--- config.mk ---
export PLATFORM = sky130hd
export DESIGN_NAME = scan_chain_ctrl
export DESIGN_NICKNAME = d
export VERILOG_FILES = /design/src/rtl/scan_ctrl_pkg.sv /design/src/rtl/scan_shreg.sv /design/src/rtl/scan_chain_ctrl.sv
export SDC_FILE = /design/constraint.sdc
export NUM_CORES = 1
export LEC_CHECK = 0
export BUFFER_PORTS_ARGS = -buffer_cell sky130_fd_sc_hd__buf_2
export CORE_MARGIN = 4
export CORE_UTILIZATION = 30
export CTS_BUF_LIST = sky130_fd_sc_hd__clkbuf_16
export CTS_CLUSTER_SIZE = 14
export DETAILED_ROUTE_END_ITERATION = 16
export HOLD_SLACK_MARGIN = 0.12
export PLACE_DENSITY = 0.46
export SLEW_MARGIN = 20
export SYNTH_ARGS = -nofsm -noshare
export SYNTH_HDL_FRONTEND = slang
export SYNTH_SLANG_ARGS = --single-unit
export TNS_END_PERCENT = 100
--- constraint.sdc ---
create_clock -name CLK -period 4.01 [get_ports CLK]
set_input_delay 0.802 -clock CLK [delete_from_list [all_inputs] [get_ports CLK]]
set_output_delay 0.802 -clock CLK [all_outputs]
set_load 0.03 [all_outputs]
--- src/rtl/scan_ctrl_pkg.sv ---
// -----------------------------------------------------------------------------
// scan_ctrl_pkg
// Shared definitions for the scan chain sequencer:
//   - scan_state_e : sequencer states (IDLE, SHIFT, CAPTURE, FLUSH_SH)
//   - shift_cnt_w(): width of the per-shift bit counter, max(1, clog2(n))
// -----------------------------------------------------------------------------
package scan_ctrl_pkg;

  typedef enum logic [1:0] {
    IDLE     = 2'd0,
    SHIFT    = 2'd1,
    CAPTURE  = 2'd2,
    FLUSH_SH = 2'd3
  } scan_state_e;

  // A chain of one or two cells still needs a one-bit counter.
  function automatic int shift_cnt_w(input int n);
    return (n <= 2) ? 1 : $clog2(n);
  endfunction

endpackage

--- src/rtl/scan_shreg.sv ---
// -----------------------------------------------------------------------------
// scan_shreg
// Parallel-load, serial-in shift register. Shifts toward bit 0, with the
// serial input entering at the MSB, so after WIDTH shifts bit k holds the
// k-th bit that was shifted in, and bit 0 always presents the next bit out.
// Ports:
//   CLK, RSTB  : clock, asynchronous active-low reset (clears to 0)
//   load       : load load_data (has priority over shift)
//   load_data  : parallel load value
//   shift      : shift one position toward bit 0
//   ser_in     : bit entering at the MSB on a shift
//   q          : register contents
// -----------------------------------------------------------------------------
module scan_shreg #(
  parameter int WIDTH = 8
) (
  input  logic             CLK,
  input  logic             RSTB,
  input  logic             load,
  input  logic [WIDTH-1:0] load_data,
  input  logic             shift,
  input  logic             ser_in,
  output logic [WIDTH-1:0] q
);

  logic [WIDTH-1:0] q_reg;
  logic [WIDTH-1:0] shifted;
  logic [WIDTH-1:0] q_next;

  genvar gi;
  generate
    for (gi = 0; gi < WIDTH; gi++) begin : g_bit
      if (gi == WIDTH - 1) begin : g_head
        assign shifted[gi] = ser_in;
      end else begin : g_body
        assign shifted[gi] = q_reg[gi+1];
      end
    end
  endgenerate

  always_comb begin
    q_next = q_reg;
    if (load) begin
      q_next = load_data;
    end else if (shift) begin
      q_next = shifted;
    end
  end

  always_ff @(posedge CLK or negedge RSTB) begin
    if (!RSTB) begin
      q_reg <= '0;
    end else begin
      q_reg <= q_next;
    end
  end

  assign q = q_reg;

endmodule

--- src/rtl/scan_chain_ctrl.sv ---
// -----------------------------------------------------------------------------
// scan_chain_ctrl
// Sequences one scan chain of CHAIN_LEN scan flops through load/capture/unload
// cycles. Stimulus patterns arrive on a valid/ready handshake, responses
// leave on another; the chain is driven through SE, SI and its clock-gate
// enable, and the chain tail is sampled on SO.
// Ports:
//   CLK, RSTB             : clock, asynchronous active-low reset
//   PAT_VALID/READY/IN    : stimulus handshake, PAT_IN[k] is shifted in k-th
//   FLUSH                 : unload the pending response without a new pattern
//   RSP_VALID/READY/OUT   : response handshake, RSP_OUT[k] was shifted out k-th
//   SCAN_SE, SCAN_SI      : chain scan enable and head serial input (registered)
//   SCAN_CLK_EN           : chain clock-gate enable (registered)
//   SCAN_SO               : chain tail output
//   BUSY                  : sequencer not idle
//   PAT_CNT               : completed capture cycles, wrapping
// -----------------------------------------------------------------------------
module scan_chain_ctrl
  import scan_ctrl_pkg::*;
#(
  parameter int CHAIN_LEN = 8,
  parameter int CNT_W     = 16
) (
  input  logic                 CLK,
  input  logic                 RSTB,
  input  logic                 PAT_VALID,
  output logic                 PAT_READY,
  input  logic [CHAIN_LEN-1:0] PAT_IN,
  input  logic                 FLUSH,
  output logic                 RSP_VALID,
  input  logic                 RSP_READY,
  output logic [CHAIN_LEN-1:0] RSP_OUT,
  output logic                 SCAN_SE,
  output logic                 SCAN_SI,
  output logic                 SCAN_CLK_EN,
  input  logic                 SCAN_SO,
  output logic                 BUSY,
  output logic [CNT_W-1:0]     PAT_CNT
);

  localparam int SCW = shift_cnt_w(CHAIN_LEN);
  localparam logic [SCW-1:0] LAST = SCW'(CHAIN_LEN - 1);

  scan_state_e      state_reg, state_next;
  logic [SCW-1:0]   cnt_reg, cnt_next;
  logic             pending_reg, pending_next;
  logic             rsp_valid_reg, rsp_valid_next;
  logic [CNT_W-1:0] pat_cnt_reg, pat_cnt_next;
  logic             se_reg, se_next;
  logic             clk_en_reg, clk_en_next;

  logic             accept;
  logic             start_flush;
  logic             shifting;
  logic             last_shift;
  logic [CHAIN_LEN-1:0] stim_q;

  // No new pattern while a response is still waiting: the unload of the next
  // shift would overwrite it, so we stall in IDLE with the chain clock gated.
  assign PAT_READY   = (state_reg == IDLE) && !rsp_valid_reg;
  assign accept      = PAT_VALID && PAT_READY;
  assign start_flush = (state_reg == IDLE) && !accept && FLUSH &&
                       pending_reg && !rsp_valid_reg;
  assign shifting    = (state_reg == SHIFT) || (state_reg == FLUSH_SH);
  assign last_shift  = shifting && (cnt_reg == LAST);

  always_comb begin
    state_next     = state_reg;
    cnt_next       = '0;
    pending_next   = pending_reg;
    rsp_valid_next = rsp_valid_reg;
    pat_cnt_next   = pat_cnt_reg;

    if (rsp_valid_reg && RSP_READY) begin
      rsp_valid_next = 1'b0;
    end
    if (shifting && !last_shift) begin
      cnt_next = cnt_reg + SCW'(1);
    end

    case (state_reg)
      IDLE: begin
        if (accept) begin
          state_next = SHIFT;
        end else if (start_flush) begin
          state_next = FLUSH_SH;
        end
      end
      SHIFT: begin
        if (last_shift) begin
          state_next = CAPTURE;
          // Unload data is only meaningful if a capture preceded this shift.
          if (pending_reg) begin
            rsp_valid_next = 1'b1;
          end
        end
      end
      CAPTURE: begin
        state_next   = IDLE;
        pending_next = 1'b1;
        pat_cnt_next = pat_cnt_reg + CNT_W'(1);
      end
      FLUSH_SH: begin
        if (last_shift) begin
          state_next     = IDLE;
          rsp_valid_next = 1'b1;
          pending_next   = 1'b0;
        end
      end
      default: begin
        state_next = IDLE;
      end
    endcase
  end

  // Chain controls are registered from the next state so they switch on the
  // same edge as the state and the shift counter.
  always_comb begin
    se_next     = (state_next == SHIFT) || (state_next == FLUSH_SH);
    clk_en_next = (state_next != IDLE);
  end

  always_ff @(posedge CLK or negedge RSTB) begin
    if (!RSTB) begin
      state_reg     <= IDLE;
      cnt_reg       <= '0;
      pending_reg   <= 1'b0;
      rsp_valid_reg <= 1'b0;
      pat_cnt_reg   <= '0;
      se_reg        <= 1'b0;
      clk_en_reg    <= 1'b0;
    end else begin
      state_reg     <= state_next;
      cnt_reg       <= cnt_next;
      pending_reg   <= pending_next;
      rsp_valid_reg <= rsp_valid_next;
      pat_cnt_reg   <= pat_cnt_next;
      se_reg        <= se_next;
      clk_en_reg    <= clk_en_next;
    end
  end

  // Stimulus: loaded on accept, shifted once per SHIFT cycle with zero fill.
  // Its bit 0 is the registered SI, so it shows PAT_IN[k] in SHIFT cycle k.
  scan_shreg #(.WIDTH(CHAIN_LEN)) u_stim (
    .CLK       (CLK),
    .RSTB      (RSTB),
    .load      (accept),
    .load_data (PAT_IN),
    .shift     (state_reg == SHIFT),
    .ser_in    (1'b0),
    .q         (stim_q)
  );

  // Response: the tail is sampled on each closing shift edge, before the
  // chain moves; the word is held while RSP_VALID because no shift can start.
  scan_shreg #(.WIDTH(CHAIN_LEN)) u_rsp (
    .CLK       (CLK),
    .RSTB      (RSTB),
    .load      (1'b0),
    .load_data ({CHAIN_LEN{1'b0}}),
    .shift     (shifting),
    .ser_in    (SCAN_SO),
    .q         (RSP_OUT)
  );

  // After CHAIN_LEN zero-fill shifts the stimulus register is empty, which is
  // what keeps SI low in IDLE, CAPTURE and FLUSH_SH.
  always_ff @(posedge CLK) begin
    if (RSTB && (state_reg != SHIFT)) begin
      assert (stim_q == '0);
    end
  end

  assign RSP_VALID   = rsp_valid_reg;
  assign SCAN_SE     = se_reg;
  assign SCAN_SI     = stim_q[0];
  assign SCAN_CLK_EN = clk_en_reg;
  assign BUSY        = (state_reg != IDLE);
  assign PAT_CNT     = pat_cnt_reg;

endmodule

Yosys cells after proc, flatten, opt, wreduce, memory -nomap -nowiden
Cells that the tools add are included.
{"block": "word_totals", "romBits": 0, "ff_bits": 41, "elab_cells": 53, "mem_bits_rw": 0, "latch_bits": 0, "mem_count": 0}
{"block": "classes", "eq_ne": 7, "n_lt_le_gt_ge": 0, "div": 0, "n_shift": 0, "reduce_logical": 20, "bitwise": 0, "multipliers": 0, "n_mux": 15, "addsub": 2}
{"cell": "16-bit by 1-bit adder with 16-bit output (second input constant)", "count": 1}
{"cell": "8-bit 2-to-1 mux", "count": 2}
{"cell": "1-bit logical AND", "count": 9}
{"cell": "2-bit 2-to-1 mux", "count": 4}
{"cell": "2-bit one-hot mux with 4 select lines", "count": 1}
{"cell": "2-bit nonzero test", "count": 4}
{"cell": "2-bit == test (second input constant)", "count": 3}
{"cell": "1-bit 2-to-1 mux", "count": 5}
{"cell": "2-bit by 1-bit == test with 1-bit output (second input constant)", "count": 2}
{"cell": "1-bit one-hot mux with 2 select lines", "count": 2}
{"cell": "3-bit by 1-bit adder with 3-bit output (second input constant)", "count": 1}
{"cell": "3-bit == test (second input constant)", "count": 1}
{"cell": "1-bit zero test", "count": 3}
{"cell": "3-bit 2-to-1 mux", "count": 1}
{"cell": "2-bit zero test", "count": 1}
{"cell": "1-bit logical OR", "count": 2}
{"cell": "2-bit != test (second input constant)", "count": 1}
{"cell": "2-bit AND reduction", "count": 1}

Depth between registers and ports, before layout
{"block": "depth", "ltp_word": 13, "mapped_depth": 7}

Cells and area by module
A second synthesis with hierarchy kept.
{"block": "hier_totals", "cells_unflattened": 166, "hier_area_um2": 1845.5}
{"module": "scan_chain_ctrl", "area_per_inst_um2": 1099.8, "cells_per_inst": 98, "n_inst": 1, "seq_area_each_um2": 625.6}
{"module": "scan_shreg", "area_per_inst_um2": 372.9, "cells_per_inst": 34, "n_inst": 2, "seq_area_each_um2": 200.2}

Worst setup path after synthesis
Ideal clock, no wire load.
{"block": "synth_path", "path_kind": "reg2out", "startpoint": "register state_reg[0]", "endpoint": "output BUSY", "stages_incl_launch_ff": 4, "slack_ps": 2192, "arrival_time_ps": 1016, "cell_sequence": "dfrtp_1 -> buf_6 -> buf_2 -> or2_2"}
{"block": "synth_between", "elab_chain_len": 1}
{"item": "from (decl)", "line_no": "scan_chain_ctrl.sv:44", "source": "scan_state_e state_reg, state_next;"}
{"item": "from (signal assigned)", "line_no": "scan_chain_ctrl.sv:133", "source": "state_reg <= state_next;"}
{"item": "2-bit nonzero test", "line_no": "scan_chain_ctrl.sv:179", "source": "assign BUSY = (state_reg != IDLE);"}
{"item": "to (decl)", "line_no": "scan_chain_ctrl.sv:37", "source": "output logic BUSY,"}
No other way between the ends.

Worst setup path in the final report
Same ends and word-level chain as after synthesis.

==> flow_summary.ini <==
[final_layout]
final_layout_size_suffix_gt1_frac = 0.340
instances_no_fill = 272
largest_reg_flops = 16
antenna_cells = 0
nets = 213
postLayoutCellArea_sq_um = 2230
syn_to_final_growth_pct = 21.3

[placed_design]
io_buffer_count = 43
dp.cells = 264
dp_hpwl_um = 2600
gp_congestion = 0.732
dpl_cell_area_sq_um = 2090

[timing]
hold_viol_final = 0
setup_tns_ns = 0
fin_crit_sh = 0.576
finalSetupViolations = 0
slew_violations = 0
clock.fmax_mhz = 433
finalClockSkew_ns = 0.00609
hold_slack_ns = 0.437
worst_pin_slew_ns = 0.919
fin_crit_ns = 2.31
rsz0062_at_grt = false
slew_headroom = 0.387

[setup_path]
critPathKind = flip-flop to output port
worstPathRequired_ns = 3.21
worstPathCellList = or2_2 > buf_2
max_stage_delay_ns = 0.64
crit_fanout = 19
cp.arrival_ns = 1.51
end_kind = output port
cp-startpoint = state_reg[0]
ff2ff_setup_slack_ns = 2.26
r2r_cells = 4
worstSetupStartpointType = flip-flop
slowest_stage = dfrtp_1
r2r_end = PAT_CNT[15]
r2r-start = state_reg[0]

[grt]
grt_first_pass_wirelength_um = 6020
grt_pass1_vias = 1273
grt_max_degree = 42
antenna_found_initial = 0
gr-total-overflow = 0
grt_use_total = 0.104

[cts]
clock_sinks = 41
postCtsResizedCells = 0
htreeDepth = 2
cts_root_buf = clkbuf_16
clock_path_buffers = 2
cts_buffers = 5
cts_tree = built
clk_latency_ns = 0.28
cts_setup_buffers = 0
hold_buffers = 0
cts.clk_slew.worst_paths_ns = 0.06

[worst_hold_path]
hold_depth = 1
worstHoldStart = cnt_reg[0]
hp-class = flip-flop to flip-flop
min_to = cnt_reg[0]

[die]
die_h_um = 86.3
ios = 44
dieArea_sq_um = 7450
num_rows = 28
fp.dieW_um = 86.3
start_util = 0.311
core_area_sq_um = 5920

[logic_synthesis]
yosys.area.top_type_share = 0.557
synth-edff-count = 0
yosysUniqueCellTypes = 34
synth-main-ff-cell = dfrtp_1
syn_area_sq_um = 1840
ys_seq_elements = 41
yosysMostFrequentCell = dfrtp_1
avgSynthCellArea_sq_um = 12.0
synth_commonest_cells = dfrtp_1 (41), nand2_1 (21), mux2_2 (9)
synth_area_leaders = dfrtp_1 (56%), mux2_2 (5.5%), nand2_1 (4.3%)
ys_seq_area_frac = 0.557
synth_nets = 170
synth_largest_area_cell = dfrtp_1
synthCells = 153
yosys_warnings = 0
synth_async_sr_flop_share = 1.00

[power]
power_mw = 1.60
p_leak_nw = 1.13
power_density_nw_per_um2 = 719
ir_worst_vdd_mv = 0.372

[route]
drt-total-wl_um = 3570
drc = 0
routedWlPerCell_um = 13.1
vias_per_cell = 4.58
dr.pass1.iters = 4
first_iter_violations = 54
num_vias = 1246
drtAntennaViolNets = 0

[flow_run]
drv_cap = 0

[status]
status = complete, no violations
## metrics by stage
step / util / worst slack [ns]
finish: 0.377 / 1.70
global route: 0.377 / 1.62
CTS: 0.377 / 1.69
detailed placement: 0.354 / 1.99
global placement: 0.354 / 2.05
floorplan: - / 2.19
## cells in the final DEF (no fill, tap or decap), types with 2 or more instances in the layout
cell | Yosys | final
clkbuf_16 | 0 | 5
xor2_1 | 8 | 8
o21ai_0 | 8 | 8
nor4_1 | 2 | 2
inv_1 | 5 | 6
mux2i_1 | 6 | 6
mux2_2 | 9 | 9
clkinv_2 | 0 | 2
nand4_1 | 2 | 2
and3_1 | 5 | 5
xnor2_1 | 7 | 7
nand2b_1 | 3 | 3
ha_1 | 3 | 3
dfrtp_1 | 41 | 41
nand3_1 | 5 | 5
nor2_1 | 5 | 5
nor3_2 | 2 | 2
nand2_1 | 21 | 21
buf_2 | 2 | 43
## worst max-delay path, delay by kind of cell (launching register included)
family	cells	cell delay [ns]
buf+inv	1	0.18
flops	1	0.64
simple gates	1	0.41
## layout make-up
| class | count | area, sq um |
|---|---|---|
| flip-flops and latches | 41 | 1030 |
| well taps | 75 | 93.8 |
| clock inverters | 3 | 13.8 |
| repair buffers | 43 | 215 |
| clock buffers | 5 | 125 |
| fillers | 583 | 3690 |
| multi-input cells | 100 | 739 |
| inverters | 5 | 18.8 |
## worst max-delay path by stage
stage               endpoint  slack [ns]  depth (start not counted)
floorplan               BUSY        2.19                          3
global placement        BUSY        2.05                          2
detailed placement      BUSY        1.99                          2
CTS                     BUSY        1.69                          2
global route            BUSY        1.62                          2
finish                  BUSY        1.70                          2
## cell families (layout without fill, tap and decap cells)
kind of cell | count (synthesis) | count (layout) | share of synthesized area
fa+ha+maj | 3 | 3 | 0.0204
xor+xnor | 15 | 15 | 0.0714
buf+inv | 12 | 56 | 0.0408
simple gates | 54 | 54 | 0.181
flops | 41 | 41 | 0.557
compound gates | 13 | 13 | 0.0415
mux | 15 | 15 | 0.0877
## routing by layer
layer  part of all wire  track usage  vias to the layer above  wire length, um
li1                   -            -                      613                -
met3              0.070       0.0428                        4              251
met2               0.46        0.156                       32             1660
met5                  0            0                        -                0
met1               0.45        0.133                      597             1620
met4              0.011       0.0411                        0               39
## report_power, final
| part | total, mW | leakage, nW | switching, mW | internal [mW] |
|---|---|---|---|---|
| Sequential | 0.672 | 0.518 | 0.129 | 0.544 |
| Combinational | 0.558 | 0.541 | 0.341 | 0.217 |
| Clock | 0.375 | 0.0748 | 0.149 | 0.226 |
| Total | 1.60 | 1.13 | 0.619 | 0.986 |
(Power assumes the default switching activity.)
